`src/rtl/synth_pkg.sv`:
```
// Shared types and constants for the voice scheduler and its generator interface.
package synth_pkg;

  localparam int unsigned PHASE_W_DEF = 24;

  localparam logic [1:0] WAVE_SAW   = 2'd0;
  localparam logic [1:0] WAVE_TRI   = 2'd1;
  localparam logic [1:0] WAVE_SINE  = 2'd2;
  localparam logic [1:0] WAVE_NOISE = 2'd3;

  typedef enum logic [1:0] {StIdle, StPresent, StAccum} state_e;

endpackage

```
`src/rtl/voice_scheduler_if.sv`:
```
// Config write port and shared waveform generator bus of the voice scheduler.
interface voice_scheduler_if import synth_pkg::*; #(
  parameter int unsigned NUM_VOICES = 4,
  parameter int unsigned PHASE_W    = PHASE_W_DEF
);
  localparam int unsigned VIDX_W = $clog2(NUM_VOICES);

  logic              cfg_we;
  logic [VIDX_W-1:0] cfg_voice;
  logic [PHASE_W-1:0] cfg_freq;
  logic [1:0]        cfg_wave;
  logic              cfg_on;

  logic [7:0]        saw_in;
  logic [7:0]        tri_in;
  logic [7:0]        sine_in;
  logic [7:0]        noise_in;
  logic [PHASE_W-1:0] gen_phase;
  logic              noise_step;

  modport master (
    output cfg_we, cfg_voice, cfg_freq, cfg_wave, cfg_on,
    output saw_in, tri_in, sine_in, noise_in,
    input  gen_phase, noise_step
  );

  modport slave (
    input  cfg_we, cfg_voice, cfg_freq, cfg_wave, cfg_on,
    input  saw_in, tri_in, sine_in, noise_in,
    output gen_phase, noise_step
  );
endinterface

```
`src/rtl/voice_regfile.sv`:
```
// Per-voice freq/wave/on/phase storage with a config write port and a phase update port.
module voice_regfile import synth_pkg::*; #(
  parameter int unsigned NUM_VOICES = 4,
  parameter int unsigned PHASE_W    = PHASE_W_DEF,
  localparam int unsigned VIDX_W    = $clog2(NUM_VOICES)
) (
  input  logic               clk,
  input  logic               rst_n,
  input  logic               cfg_we,
  input  logic [VIDX_W-1:0]  cfg_voice,
  input  logic [PHASE_W-1:0] cfg_freq,
  input  logic [1:0]         cfg_wave,
  input  logic               cfg_on,
  input  logic [VIDX_W-1:0]  rd_idx,
  output logic [PHASE_W-1:0] rd_freq,
  output logic [1:0]         rd_wave,
  output logic               rd_on,
  output logic [PHASE_W-1:0] rd_phase,
  input  logic [VIDX_W-1:0]  nxt_idx,
  output logic [PHASE_W-1:0] nxt_phase,
  input  logic               upd_en,
  input  logic [VIDX_W-1:0]  upd_idx,
  input  logic [PHASE_W-1:0] upd_phase
);

  logic [PHASE_W-1:0] freq_q  [NUM_VOICES];
  logic [PHASE_W-1:0] phase_q [NUM_VOICES];
  logic [1:0]         wave_q  [NUM_VOICES];
  logic               on_q    [NUM_VOICES];

  assign rd_freq   = freq_q[rd_idx];
  assign rd_wave   = wave_q[rd_idx];
  assign rd_on     = on_q[rd_idx];
  assign rd_phase  = phase_q[rd_idx];
  assign nxt_phase = phase_q[nxt_idx];

  always_ff @(posedge clk or negedge rst_n) begin
    if (!rst_n) begin
      for (int i = 0; i < NUM_VOICES; i++) begin
        freq_q[i]  <= '0;
        phase_q[i] <= '0;
        wave_q[i]  <= '0;
        on_q[i]    <= 1'b0;
      end
    end else begin
      if (upd_en) phase_q[upd_idx] <= upd_phase;
      if (cfg_we) begin
        freq_q[cfg_voice] <= cfg_freq;
        wave_q[cfg_voice] <= cfg_wave;
        on_q[cfg_voice]   <= cfg_on;
        // Disabling a voice resets its phase, winning over a same-cycle advance.
        if (!cfg_on) phase_q[cfg_voice] <= '0;
      end
    end
  end

endmodule

```
`src/rtl/voice_scheduler.sv`:
```
// Time-multiplexes one shared waveform generator across NUM_VOICES voices per sample tick.
module voice_scheduler import synth_pkg::*; #(
  parameter int unsigned NUM_VOICES = 4,
  parameter int unsigned PHASE_W    = PHASE_W_DEF,
  parameter int unsigned MIX_W      = 8 + $clog2(NUM_VOICES)
) (
  input  logic             clk,
  input  logic             rst_n,
  input  logic             sample_tick,
  voice_scheduler_if.slave bus,
  output logic [MIX_W-1:0] mix_out,
  output logic             mix_valid,
  output logic             busy,
  output logic             overrun
);

  localparam int unsigned VIDX_W = $clog2(NUM_VOICES);
  localparam logic [VIDX_W-1:0] LastVoice = VIDX_W'(NUM_VOICES - 1);

  state_e             state_q;
  logic [VIDX_W-1:0]  vidx_q, nxt_idx;
  logic [MIX_W-1:0]   acc_q, acc_sum, mix_q;
  logic [PHASE_W-1:0] gen_phase_q, rd_freq, rd_phase, nxt_phase, upd_phase;
  logic [1:0]         rd_wave;
  logic               rd_on, upd_en;
  logic [7:0]         samp;
  logic               mix_valid_q, noise_step_q, busy_q, overrun_q;

  // Phase to present next: voice 0 when starting a frame, otherwise the following voice.
  assign nxt_idx   = (state_q == StIdle) ? '0 : vidx_q + 1'b1;
  assign upd_en    = (state_q == StAccum) && rd_on;
  assign upd_phase = rd_phase + rd_freq;

  voice_regfile #(
    .NUM_VOICES(NUM_VOICES),
    .PHASE_W   (PHASE_W)
  ) u_regfile (
    .clk      (clk),
    .rst_n    (rst_n),
    .cfg_we   (bus.cfg_we),
    .cfg_voice(bus.cfg_voice),
    .cfg_freq (bus.cfg_freq),
    .cfg_wave (bus.cfg_wave),
    .cfg_on   (bus.cfg_on),
    .rd_idx   (vidx_q),
    .rd_freq  (rd_freq),
    .rd_wave  (rd_wave),
    .rd_on    (rd_on),
    .rd_phase (rd_phase),
    .nxt_idx  (nxt_idx),
    .nxt_phase(nxt_phase),
    .upd_en   (upd_en),
    .upd_idx  (vidx_q),
    .upd_phase(upd_phase)
  );

  always_comb begin
    samp = '0;
    unique case (rd_wave)
      WAVE_SAW:   samp = bus.saw_in;
      WAVE_TRI:   samp = bus.tri_in;
      WAVE_SINE:  samp = bus.sine_in;
      WAVE_NOISE: samp = bus.noise_in;
      default:    samp = '0;
    endcase
  end

  assign acc_sum = acc_q + (rd_on ? MIX_W'(samp) : '0);

  always_ff @(posedge clk or negedge rst_n) begin
    if (!rst_n) begin
      state_q      <= StIdle;
      vidx_q       <= '0;
      acc_q        <= '0;
      mix_q        <= '0;
      gen_phase_q  <= '0;
      mix_valid_q  <= 1'b0;
      noise_step_q <= 1'b0;
      busy_q       <= 1'b0;
      overrun_q    <= 1'b0;
    end else begin
      mix_valid_q  <= 1'b0;
      noise_step_q <= 1'b0;
      if (sample_tick && state_q != StIdle) overrun_q <= 1'b1;
      case (state_q)
        StIdle: begin
          if (sample_tick) begin
            acc_q       <= '0;
            vidx_q      <= '0;
            gen_phase_q <= nxt_phase;
            busy_q      <= 1'b1;
            state_q     <= StPresent;
          end
        end
        StPresent: begin
          noise_step_q <= (vidx_q == '0);
          state_q      <= StAccum;
        end
        StAccum: begin
          acc_q <= acc_sum;
          if (vidx_q != LastVoice) begin
            vidx_q      <= vidx_q + 1'b1;
            gen_phase_q <= nxt_phase;
            state_q     <= StPresent;
          end else begin
            mix_q       <= acc_sum;
            mix_valid_q <= 1'b1;
            busy_q      <= 1'b0;
            state_q     <= StIdle;
          end
        end
        default: state_q <= StIdle;
      endcase
    end
  end

  assign bus.gen_phase  = gen_phase_q;
  assign bus.noise_step = noise_step_q;
  assign mix_out        = mix_q;
  assign mix_valid      = mix_valid_q;
  assign busy           = busy_q;
  assign overrun        = overrun_q;

endmodule

```
`src/flat_wrapper.sv`:
```
// flat-port wrapper written by rule: the top's interface ports become plain ports
module voice_scheduler_flat import synth_pkg::*;
#(
  parameter int unsigned NUM_VOICES = 4,
  parameter int unsigned PHASE_W    = PHASE_W_DEF,
  parameter int unsigned MIX_W      = 8 + $clog2(NUM_VOICES)
)
  (clk, rst_n, sample_tick, mix_out, mix_valid, busy, overrun, bus_cfg_we, bus_cfg_voice, bus_cfg_freq, bus_cfg_wave, bus_cfg_on, bus_saw_in, bus_tri_in, bus_sine_in, bus_noise_in, bus_gen_phase, bus_noise_step);
  voice_scheduler_if #(.NUM_VOICES(NUM_VOICES), .PHASE_W(PHASE_W)) bus_i ();
  input  logic clk;
  input  logic rst_n;
  input  logic sample_tick;
  output logic [MIX_W-1:0] mix_out;
  output logic mix_valid;
  output logic busy;
  output logic overrun;
  input wire logic [$bits(bus_i.cfg_we)-1:0] bus_cfg_we;
  input wire logic [$bits(bus_i.cfg_voice)-1:0] bus_cfg_voice;
  input wire logic [$bits(bus_i.cfg_freq)-1:0] bus_cfg_freq;
  input wire logic [$bits(bus_i.cfg_wave)-1:0] bus_cfg_wave;
  input wire logic [$bits(bus_i.cfg_on)-1:0] bus_cfg_on;
  input wire logic [$bits(bus_i.saw_in)-1:0] bus_saw_in;
  input wire logic [$bits(bus_i.tri_in)-1:0] bus_tri_in;
  input wire logic [$bits(bus_i.sine_in)-1:0] bus_sine_in;
  input wire logic [$bits(bus_i.noise_in)-1:0] bus_noise_in;
  output wire logic [$bits(bus_i.gen_phase)-1:0] bus_gen_phase;
  output wire logic [$bits(bus_i.noise_step)-1:0] bus_noise_step;
  assign bus_i.cfg_we = bus_cfg_we;
  assign bus_i.cfg_voice = bus_cfg_voice;
  assign bus_i.cfg_freq = bus_cfg_freq;
  assign bus_i.cfg_wave = bus_cfg_wave;
  assign bus_i.cfg_on = bus_cfg_on;
  assign bus_i.saw_in = bus_saw_in;
  assign bus_i.tri_in = bus_tri_in;
  assign bus_i.sine_in = bus_sine_in;
  assign bus_i.noise_in = bus_noise_in;
  assign bus_gen_phase = bus_i.gen_phase;
  assign bus_noise_step = bus_i.noise_step;
  voice_scheduler #(.NUM_VOICES(NUM_VOICES), .PHASE_W(PHASE_W), .MIX_W(MIX_W)) u_core (.clk(clk), .rst_n(rst_n), .sample_tick(sample_tick), .bus(bus_i), .mix_out(mix_out), .mix_valid(mix_valid), .busy(busy), .overrun(overrun));
endmodule
```
`config.mk`:
```
export PLATFORM = sky130hd
export DESIGN_NAME = voice_scheduler_flat
export DESIGN_NICKNAME = d
export VERILOG_FILES = /design/src/rtl/synth_pkg.sv /design/src/rtl/voice_scheduler_if.sv /design/src/rtl/voice_regfile.sv /design/src/rtl/voice_scheduler.sv /design/src/flat_wrapper.sv
export SDC_FILE = /design/constraint.sdc
export NUM_CORES = 1
export LEC_CHECK = 0
export BUFFER_PORTS_ARGS = -buffer_cell sky130_fd_sc_hd__buf_2
export CAP_MARGIN = 15
export CORE_MARGIN = 3
export CORE_UTILIZATION = 30
export CTS_CLUSTER_SIZE = 40
export DETAILED_ROUTE_END_ITERATION = 12
export HOLD_SLACK_MARGIN = 0.1
export PLACE_DENSITY = 0.48
export SLEW_MARGIN = 0
export SYNTH_ARGS = -nofsm -noshare
export SYNTH_HDL_FRONTEND = slang
export SYNTH_SLANG_ARGS = --single-unit
```
`constraint.sdc`:
```
create_clock -name clk -period 6.03 [get_ports clk]
set_input_delay 0.3015 -clock clk [delete_from_list [all_inputs] [get_ports clk]]
set_output_delay 0.3015 -clock clk [all_outputs]
set_load 0.02 [all_outputs]
```
# --- After elaboration in Yosys (flattened, before gate mapping) ---
# Index checks and enable logic that the tools add are counted.
totals:
  mem_bits_ro: 0
  latch_bits: 0
  register_bits: 256
  n_memories: 0
  word_cells: 111
  inputBits: 65
  output_inout_bits: 38
  ramBits: 0
op_classes:
  muxes: 50
  n_eq_ne: 9
  n_shift: 0
  div: 0
  n_bitwise: 6
  n_mul: 0
  addsub: 3
  n_lt_le_gt_ge: 5
  n_reduce_logical: 13
op_table:
  columns: ["operator", "count"]
  rows:
  - ["$mux 96", 3]
  - ["$mux 24", 10]
  - ["$bwmux 96", 2]
  - ["$bmux 24 s2", 3]
  - ["$and 96x96->96", 1]
  - ["$demux 24 s2", 2]
  - ["$not 96->96", 1]
  - ["$pmux 24 s2", 1]
  - ["$pmux 8 s4", 1]
  - ["$add 24x24->24", 1]
  - ["$pmux 10 s2", 1]
  - ["$mux 2", 7]
  - ["$add 10x10->10", 1]
  - ["$mux 10", 1]
  - ["$ge 3x3->1 const B", 3]
  - ["$mux 1", 9]
  - ["$not 2->3", 3]
  - ["$bwmux 8", 1]
  - ["$mux 8", 1]
  - ["$ne 2x2->1 const B", 4]
  - ["$eq 2x2->1 const B", 3]
  - ["$logic_not 2->1", 3]
  - ["$lt 3x1->1 const B", 2]
  - ["$pmux 2 s3", 1]
  - ["other kinds (14)", 21]

# --- Logic depth before layout (Yosys ltp) ---
# Gate-level depths: netlist of the first run.
logic_depth:
  word_depth: 10
  ltp_mapped: 13

# --- Modules after synthesis ---
# From an unflattened synthesis of the first run, not the netlist that was laid out.
hier_totals:
  hier_cells: 1149
  hier_area_um2: 13659.4
by_module_without_submodules:
  columns: ["mod", "seq_area_each_um2", "cells_each", "instances", "area_each_um2"]
  rows:
  - ["voice_regfile", 5104.9, 757, 1, 9826.9]
  - ["voice_scheduler", 1301.2, 392, 1, 3832.4]

# --- Worst setup path before layout of the first run ---
# Ideal clock, no wire load.
synth_path:
  path_type: "flip-flop to flip-flop"
  from: "register u_core.vidx_q[0]"
  to: "register u_core.acc_q[8]"
  path_slack_ns: 2.327
  path_stages_with_launch: 14
  setup_ns: 0.126
  arrival_time_ns: 3.577
  required_time_ns: 5.904
  period_less_slack_ns: 3.703
  n_path_buf: 2
  path_cell_list: "dfrtp_1 buf_2 mux4_2 buf_2 mux4_2 and2_1 ha_1 fa_1 a21o_1 a21oi_1 o21ba_2 o21ai_0 a21o_1 a221o_1"
synth_via:
  elab_chain_cells: 9
  elab_cells_between_ends: 15
  classes_between: "1 x add/sub; 3 x eq/ne; 9 x mux; 1 x bitwise; 1 x reduce/logical"
synth_rtl:
  columns: ["element", "line_no", "text"]
  rows:
  - ["start: declaration", "voice_scheduler.sv:21", "logic [VIDX_W-1:0] vidx_q, nxt_idx;"]
  - ["start signal: assignment", "voice_scheduler.sv:102", "vidx_q <= vidx_q + 1'b1;"]
  - ["$not 2->3 (not written as such) *", "voice_regfile.sv:32, voice_regfile.sv:33", null]
  - ["$bmux 2 s2", "voice_regfile.sv:32", "assign rd_wave = wave_q[rd_idx];"]
  - ["$mux 2 (not written as such) (2 in a row)", "voice_regfile.sv:32", null]
  - ["$eq 2x2->1, or another cell as far along", "voice_scheduler.sv:59", "unique case (rd_wave)"]
  - ["$pmux 8 s4", "voice_scheduler.sv:59", null]
  - ["$mux 8 *", "voice_scheduler.sv:68", "assign acc_sum = acc_q + (rd_on ? MIX_W'(samp) : '0);"]
  - ["$add 10x10->10 *", "voice_scheduler.sv:68", null]
  - ["$pmux 10 s2 *", "voice_scheduler.sv:85", "case (state_q)"]
  - ["end signal: assignment", "voice_scheduler.sv:100", "acc_q <= acc_sum;"]
  - ["end: declaration", "voice_scheduler.sv:22", "logic [MIX_W-1:0] acc_q, acc_sum, mix_q;"]
# Mark *: on every way between the ends. The rest lies on a longest branch, timed or not. The select of a mux whose other input is x is not followed.
# A chain may end at the register's enable or synchronous reset.

# --- Worst setup path after layout of the first run ---
# Same ends and word-level chain as after synthesis.

==> metrics list, run 1 <==
- The flow ran to the end, and the final reports show no timing, DRC or antenna violations.
- After legalization and detailed placement, the total HPWL measured 26,550 um.
- After routing the design area is 16,100 sq um.
* Area Growth Syn to Fin: 17.96%
* Crit-path leading delay family: compound AO/OA/AOI/OAI gates
- Clk slew on worst S/H paths: 0.06 ns
* Hold Crit Class: in -> reg
- Clock period minus worst slack: 4.264 ns
- The via count of the first global-routing pass is 10,850.
* Source of the worst register-to-register timing path: u_core.vidx_q[0]
- VDD sags by at most 0.0002439 V.
- Row generation in the floorplan step produced 77 rows.
* Flop2flop setup slack: 1.77 ns
* Aggregate global routing overflow: 0
* Clock buffer depth: 3
* Remaining routing DRC violations: 0
* Fraction of registers with async set or reset after synthesis: 1.000
* CTS Root Buffer Type: clkbuf_16
- Number of standard cells after synthesis: 1,270
- Syn_nets: 1,372
- Clock tree from TritonCTS: done
* Quantity of gates resized following cts: 0
- Area of the mapped netlist: 13,650 sq um
- The core region is 44,610 sq um.
- The repair_antennas step left the layout with diodes totalling 0.
- Total detailed-routing wirelength: 42,440 um
* Count of antenna-violating nets left after detailed routing: 0
* TNS Setup: 0 ns
- After detailed routing, no signal wire sits above met4.
- Filler Cell Count: 4,434
- Cell type contributing the most total cell area after synthesis: dfrtp_1
- Insertion delay to the later sink of the worst-skew pair: 0.57 ns
- For this run, the leading register cell type out of synthesis is dfrtp_1.
- Setup repair after global routing left no endpoint under its margin.
- Antenna violations before repair: 0
* Fin nets: 1,463
- Across every metal layer, demand over resource in global routing totals 0.1779.
- Counting flops with a built-in enable in the synthesized netlist gives 0.
- Pin count of the biggest net entering global routing: 136
* Critical register-to-register path endpoint: u_core.acc_q[8]
- The initial utilization of the core area, before any placement, comes to 0.3060.
- Dividing the detail-routed wire length by the instance count gives 21.48 um.
- Met2 wire length: 20,180 um
- Fraction of final layout cells sized beyond drive strength 1: 0.2645
* Maximum achievable frequency: 234.5 MHz
* Minimum setup slack after placement: 1.741 ns
* Inserted Clock Buffers: 30
- Routability-driven placement finished with a final weighted congestion of 0.8231.
- YS warnings: 0
- Sequential element share of the synthesized area: 0.4693
- Data required time of the critical path: 6.48 ns
* Setup skew after layout: 0.007914 ns
- From left edge to right edge, the die measures 219.3 um.
- On the worst path, the slowest cell contributes a delay of 0.83 ns.
- A synthesized cell averages 10.75 sq um.
* Power per Cell Area: 535.9 nW/um^2
- STA puts the critical path data arrival time at 4.71 ns.
- The design draws 8.629 mW.
- The first global-routing pass estimated 66,210 um of wire.
- Critical Path Slowest Stage Cell: dfrtp_4
- First-pass iteration count of the detailed router: 5
* Final hold vios: 0
- Setup violations remaining at the end of the flow were counted as 0.
- Leaving out fill and tap cells, the most frequent cell in the layout is dfrtp_1.
- After detailed routing, the wire length on met1 is 19,000 um.
- Remaining max-slew budget at the tightest pin: 0.2627
- Max-cap violations: 0
- Measured along the y axis, the die boundary spans 219.3 um.
* Setup Crit Path Kind: reg -> reg
- Via count: 10,600
- In this run the count of I/O pins placed on the die edge is 103.
- Along the worst path, the maximum fanout reaches 26.
- Leakage: 6.931 nW
- Die footprint: 48,100 sq um
- STA classifies the critical path startpoint as a flip-flop.
- At the pin with the least slew margin, the transition time is 1.106 ns.
- Proportion of netlist area held by the largest area contributor: 0.4693
- In this run, the number of DRC markers left after iteration 0 of detailed routing was 868.
* Tcrit/Tclk final: 0.7072
- Walking the worst path, the cells encountered are mux4_2 > mux4_2 > and2_1 > ha_1 > fa_1 > a21o_1 > a21oi_1 > o21ba_2 > o21ai_0 > a21o_1 > a221o_1.
- Number of register bits inferred by synthesis: 256
- Along the worst hold path, the cell count comes to 2.
- FF-to-FF path depth: 11
* Clock sink total: 256
- Origin of the worst min-delay path: bus_cfg_on
* Leading cell types by total area after synthesis: dfrtp_1 (47%), mux4_2 (9.6%), mux2_2 (9.1%)
- Number of levels the H-tree was split into: 1
- Leaving out fill and tap cells, the most frequent cells in the layout are dfrtp_1 (254), nand2_1 (171), mux2_2 (110), buf_2 (101), nand3_1 (94).
- Category of the worst setup path capture point: flip-flop
- Share of the core filled with cells: 0.3610
- Final worst slack: 1.766 ns
- Buffers placed on the I/O ports in this run total 102.
- Summed over all nets, wire length on met3 after detailed routing comes to 2286 um.
- Count of pins over their slew limit: 0
- For hold timing, the worst endpoint is u_core.u_regfile.on_q[1].
- Using the TritonRoute via totals, the vias-per-cell ratio works out to 5.366.
- Together, buffers and inverters on the worst path number 0.
- Cell area reported after detailed placement: 14,740 sq um
- Counting distinct cell types in the post-synthesis netlist gives 70.
-- synthesized netlist by cell type, drive strengths merged, types with 8 or more instances --
| master | number |
|---|---|
| nand3 | 95 |
| buf | 34 |
| ha | 35 |
| nand2 | 175 |
| a21oi | 83 |
| xnor2 | 12 |
| a211oi | 11 |
| clkbuf | 52 |
| a31oi | 8 |
| mux2 | 110 |
| mux4 | 58 |
| a21o | 9 |
| nor2 | 47 |
| inv | 21 |
| xor2 | 9 |
| dfrtp | 256 |
| o221ai | 24 |
| and3 | 8 |
| o21ai | 113 |
| and2 | 15 |
| nor3 | 8 |
-- logic make-up after synthesis --
| logic type | synth area share |
|---|---|
| buffers and inverters | 0.03226 |
| xor gates and xnor gates | 0.01347 |
| AOI/OAI and AO/OA | 0.1266 |
| muxes | 0.1894 |
| adders and majority gates | 0.03501 |
| DFF | 0.4693 |
| and+or+nand+nor | 0.1340 |
-- cell type report --
class	instances	area, sq um	area share
clock inverters	13	197.7	0.01228
multi-input cells	907	6860	0.4261
well taps	592	740.7	0.04600
flip-flops and latches	256	6411	0.3982
repair buffers	145	925.9	0.05750
clock buffers	42	887.1	0.05509
inverters	21	78.83	0.004895
-- how the worst max path moves through the flow --
stage	from	endpoint	slack, ns	cells after the start
after floorplan	u_core.vidx_q[0]	u_core.acc_q[8]	2.33	13
after global placement	u_core.vidx_q[0]	u_core.acc_q[8]	1.75	11
after detailed placement	u_core.vidx_q[0]	u_core.u_regfile.phase_q[23]	1.74	9
after CTS	u_core.vidx_q[0]	u_core.u_regfile.phase_q[23]	1.73	9
after global routing	u_core.vidx_q[0]	u_core.u_regfile.phase_q[23]	1.46	9
final	u_core.vidx_q[0]	u_core.acc_q[8]	1.77	11
-- metrics by stage --
| stage | hold WS [ns] | cells |
|---|---|---|
| after CTS | 0.1453 | 1976 |
| after detailed placement | 0.4591 | 1893 |
| after floorplan | 0.005909 | 1270 |
| after global placement | 0.4504 | 1893 |
| after global routing | 0.1815 | 1976 |
| final | 0.1680 | 1976 |
-- sequential cells by signal (all words and copies together), names as in the netlist --
name,cells
u_core.state_q,2
u_core.u_regfile.on_q,4
u_core.u_regfile.wave_q,8
u_core.overrun,1
u_core.u_regfile.freq_q,96
u_core.vidx_q,2
u_core.bus.gen_phase,24
u_core.acc_q,10
u_core.mix_out,10
u_core.mix_valid,1
u_core.u_regfile.phase_q,96
u_core.busy,1
u_core.bus.noise_step,1
-- per-layer routing --
metal / track usage / up-vias
met1: 0.2464 / 5384
met4: 0.04450 / 0
met3: 0.02797 / 71
li1: - / 4852
met2: 0.2916 / 296
met5: 0 / -
-- what timing repair did --
action / CTS / global route
hold buffers: 28 / 0
setup buffers: 0 / 0
hold endpoints to repair: 240 / 0
-- worst reg2reg max path, stage by stage, from the launching register on --
cell and delay (ns):
dfrtp_4 0.83, mux4_2 0.77, mux4_2 0.48, and2_1 0.17
ha_1 0.21, fa_1 0.43, a21o_1 0.17, a21oi_1 0.21
o21ba_2 0.17, o21ai_0 0.18, a21o_1 0.22, a221o_1 0.31
-- power by group --
part | switching [mW] | internal (mW) | total (mW)
Combinational | 2.46 | 1.56 | 4.02
Sequential | 0.406 | 2.22 | 2.62
Clock | 0.748 | 1.23 | 1.98
Total | 3.62 | 5.01 | 8.63
Note: power is estimated with default switching activity, not from simulation.
==> run 2: changes to the inputs <==
- clock period: 6.03 -> 4.2 ns (I/O delays scaled with it)
==> run 2 against run 1 <==
Effect of this change: global-route usage shrank 0.48 points; fmax grew 13%; clock-buffer cell count grew 4; first-iteration DRC count shrank 4.7%; sequential share of layout area shrank 0.28 points; worst hold slack gained 0.10 ns; sequential cell count is the same; sequential power grew 40%; via count shrank 0.45%; power grew 44%; design area grew 0.70%; wire length shrank 2.4%; critical path type unchanged; largest cell class unchanged; highest routed layer unchanged.
==> metrics list, run 2 (same netlist as run 1, synthesis figures left out) <==
- Final setup violating endpoints: 0 (unchanged)
- TritonCTS built the clock tree.
- Data required time of the critical path: 4.65 ns (-1.83 ns)
- The signal on the critical path passes through mux4_2 > mux4_2 > and2_1 > ha_1 > fa_1 > a21o_1 > a21oi_1 > o21ba_2 > o21ai_0 > a21o_1 > a221o_1.
* Remaining max-slew budget at the tightest pin: 0.2917 (+0.02895)
* Fin nets: 1,474 (+0.75%)
- The final worst slack is 0.4152 ns (-1.350 ns).
- Count of antenna-violating nets left after detailed routing: 0 (unchanged)
- Critical register-to-register path endpoint: u_core.acc_q[8]
- The run finished with clean final reports.
- The per-cell via count in the routed design came to 5.312 (-1.0%).
- The post-DP HPWL is 26,810 um (+1.0%).
- Wire length of the first global-routing pass: 64,590 um (-2.4%)
* Global router's overall resource usage: 0.1731 (-0.004776)
* Critical Path Fanout Max: 8 (-69%)
- Switching power summed over all nets: 5.185 mW (+43%)
- Max-cap violations: 0 (unchanged)
- The post-cts gate resize count came to 0 (unchanged).
- The clock skew after layout came to 0.01058 ns (+0.002665 ns).
* Maximum achievable frequency: 264.2 MHz (+13%)
- The library cell used most frequently in the layout, excluding fill and tap cells, is dfrtp_1.
* Fraction of final layout cells sized beyond drive strength 1: 0.2659 (+0.001499)
- The clock insertion delay at the later pin of the skew report is 0.57 ns (about the same).
* Cell area reported after detailed placement: 14,850 sq um (+0.78%)
- The post-route worst hold slack is 0.2718 ns (+0.1038 ns).
- The starting utilization of the core area was 0.3060 (unchanged).
- The post-CTS setup repair buffer count was 0 (unchanged).
- The number of H-tree levels was 1 (unchanged).
* Total inserted antenna cells: 0 (unchanged)
- Minimum setup slack after placement: 0.4173 ns (-1.324 ns)
- The share of total power in combinational logic is 0.480 (+0.014).
- Crit-path leading delay family: compound AO/OA/AOI/OAI gates
- Clock Power Share: 0.226 (-0.004)
- The clock sink total was 256 (unchanged).
* Number of cell rows: 77 (unchanged)
- Port-buffer cells: 102 (unchanged)
* Pin count of the biggest net entering global routing: 105 (-23%)
- The internal power was 7.278 mW (+45%).
* TNS Setup: 0 ns (unchanged)
- The worst reg2reg path depth came to 11 (unchanged).
- Relative to the synthesized area, the layout overhead comes to 18.78%.
* Clock buffer depth: 3 (unchanged)
- The via count of the first global-routing pass was 10,660 (-1.7%).
- Crit path buf inv count: 0 (unchanged)
- Die footprint: 48,100 sq um (unchanged)
- The number of antenna violations at the first check in global routing was 0 (unchanged).
- The clock slew at the register clock pins of the worst setup and hold paths is 0.06 ns (about the same).
* Worst-case vdd ir drop: 0.0003295 V (+35%)
- The switching portion of total power came to 0.4160 (-0.003067).
- Most used cells in the layout excluding fill and tap cells: dfrtp_1 (254), nand2_1 (171), mux2_2 (110), buf_2 (101), nand3_1 (94)
* Sequential power share: 0.294 (-0.010)
* Post-route non-filler standard cell count: 1,987 (+0.56%)
- The maximum cell stage delay along the critical path came to 0.67 ns (-0.16 ns).
- Gpl congestion: 0.8492 (+3.2%)
- The worst hold path belongs to the class in -> async.
- The number of placed instances with taps included came to 1,903 (+0.53%).
- Area inside the core boundary: 44,610 sq um (unchanged)
- Critical Path Source Type: flip-flop
- Routed wire length per instance: 20.83 um (-3.0%)
* Tcrit/Tclk final: 0.9011 (+0.1939)
- Violation count after the first detailed-routing iteration: 827 (-4.7%)
- Remaining routing DRC violations: 0 (unchanged)
- The number of hold buffers added after cts came to 29 (+3.6%).
- The final period demand of the worst path was 3.785 ns (-0.4796 ns).
- The I/O pin total is 103 (unchanged).
- Among all stages on the critical path, the largest delay is contributed by mux4_2.
- The cell area after layout is 16,210 sq um (+0.70%).
- Final hold vios: 0 (unchanged)
- Least-Margin Pin Slew: 1.059 ns (-0.04744 ns)
- The worst setup path is captured at a flip-flop.
* Via count: 10,560 (-0.45%)
* Aggregate global routing overflow: 0 (unchanged)
* Total detailed-routing wirelength: 41,400 um (-2.4%)
* Setup Crit Path Kind: reg -> reg
- Leakage: 6.986 nW (+0.79%)
- Count of pins over their slew limit: 0 (unchanged)
- The horizontal die dimension is 219.3 um (unchanged).
* Crit path arrival time: 4.23 ns (-0.48 ns)
* Source of the worst register-to-register timing path: u_core.vidx_q[0]
- RSZ-0062 raised after global routing: false
* First-pass iteration count of the detailed router: 5 (unchanged)
- CTS Root Buffer Type: clkbuf_16
- Flop2flop setup slack: 0.42 ns (-1.35 ns)
- Chip Height: 219.3 um (unchanged)
* Power per Cell Area: 768.6 nW/um^2 (+43%)
* Inserted Clock Buffers: 30 (unchanged)
## run 2: area by class of cell
| class | count | area [sq um] |
|---|---|---|
| fillers | 4422 | 28390 |
| multi-input cells | 907 | 6850 |
| flip-flops and latches | 256 | 6411 |
| repair buffers | 156 | 1061 |
| clock buffers | 46 | 902.1 |
| well taps | 592 | 740.7 |
| clock inverters | 9 | 170.2 |
| inverters | 21 | 78.83 |
## run 2: worst max path at each step
stage | from | to | cells after the start
6_report | u_core.vidx_q[0] | u_core.acc_q[8] | 11
5_1_grt | u_core.vidx_q[0] | u_core.u_regfile.phase_q[47] | 10
4_1_cts | u_core.vidx_q[0] | u_core.acc_q[8] | 11
3_5_place_dp | u_core.vidx_q[0] | u_core.acc_q[8] | 11
3_3_place_gp | u_core.vidx_q[0] | u_core.acc_q[8] | 11
2_1_floorplan | u_core.vidx_q[0] | u_core.acc_q[8] | 13
## run 2: worst reg2reg max path: stages, from the launching register on
cell	delay (ns)
dfrtp_4	0.45
mux4_2	0.67
mux4_2	0.49
and2_1	0.17
ha_1	0.20
fa_1	0.43
a21o_1	0.17
a21oi_1	0.21
o21ba_2	0.16
o21ai_0	0.18
a21o_1	0.23
a221o_1	0.31
## run 2: power by group through the flow
stage / registers (mW) / logic (mW) / clock network, mW
2_1_floorplan: 3.69 / 4.11 / 0
3_3_place_gp: 3.68 / 5.92 / 0
3_5_place_dp: 3.70 / 5.95 / 0
5_1_grt: 3.76 / 6.60 / 3.00
6_report: 3.67 / 5.98 / 2.81
4_1_cts: 3.66 / 6.01 / 2.90
## run 2: per-layer routing
layer | up-vias | track usage | part of all wire
li1 | 4877 | - | -
met1 | 5363 | 0.2445 | 0.46
met2 | 254 | 0.2805 | 0.47
met3 | 61 | 0.02520 | 0.043
met4 | 0 | 0.04169 | 0.024
met5 | - | 0 | 0
## run 2: per-stage QoR
step | util | power (mW)
after CTS | 0.3635 | 12.57
final | 0.3635 | 12.46
after detailed placement | 0.3330 | 9.647
after floorplan | - | 7.801
after global routing | 0.3635 | 13.36
after global placement | 0.3330 | 9.595
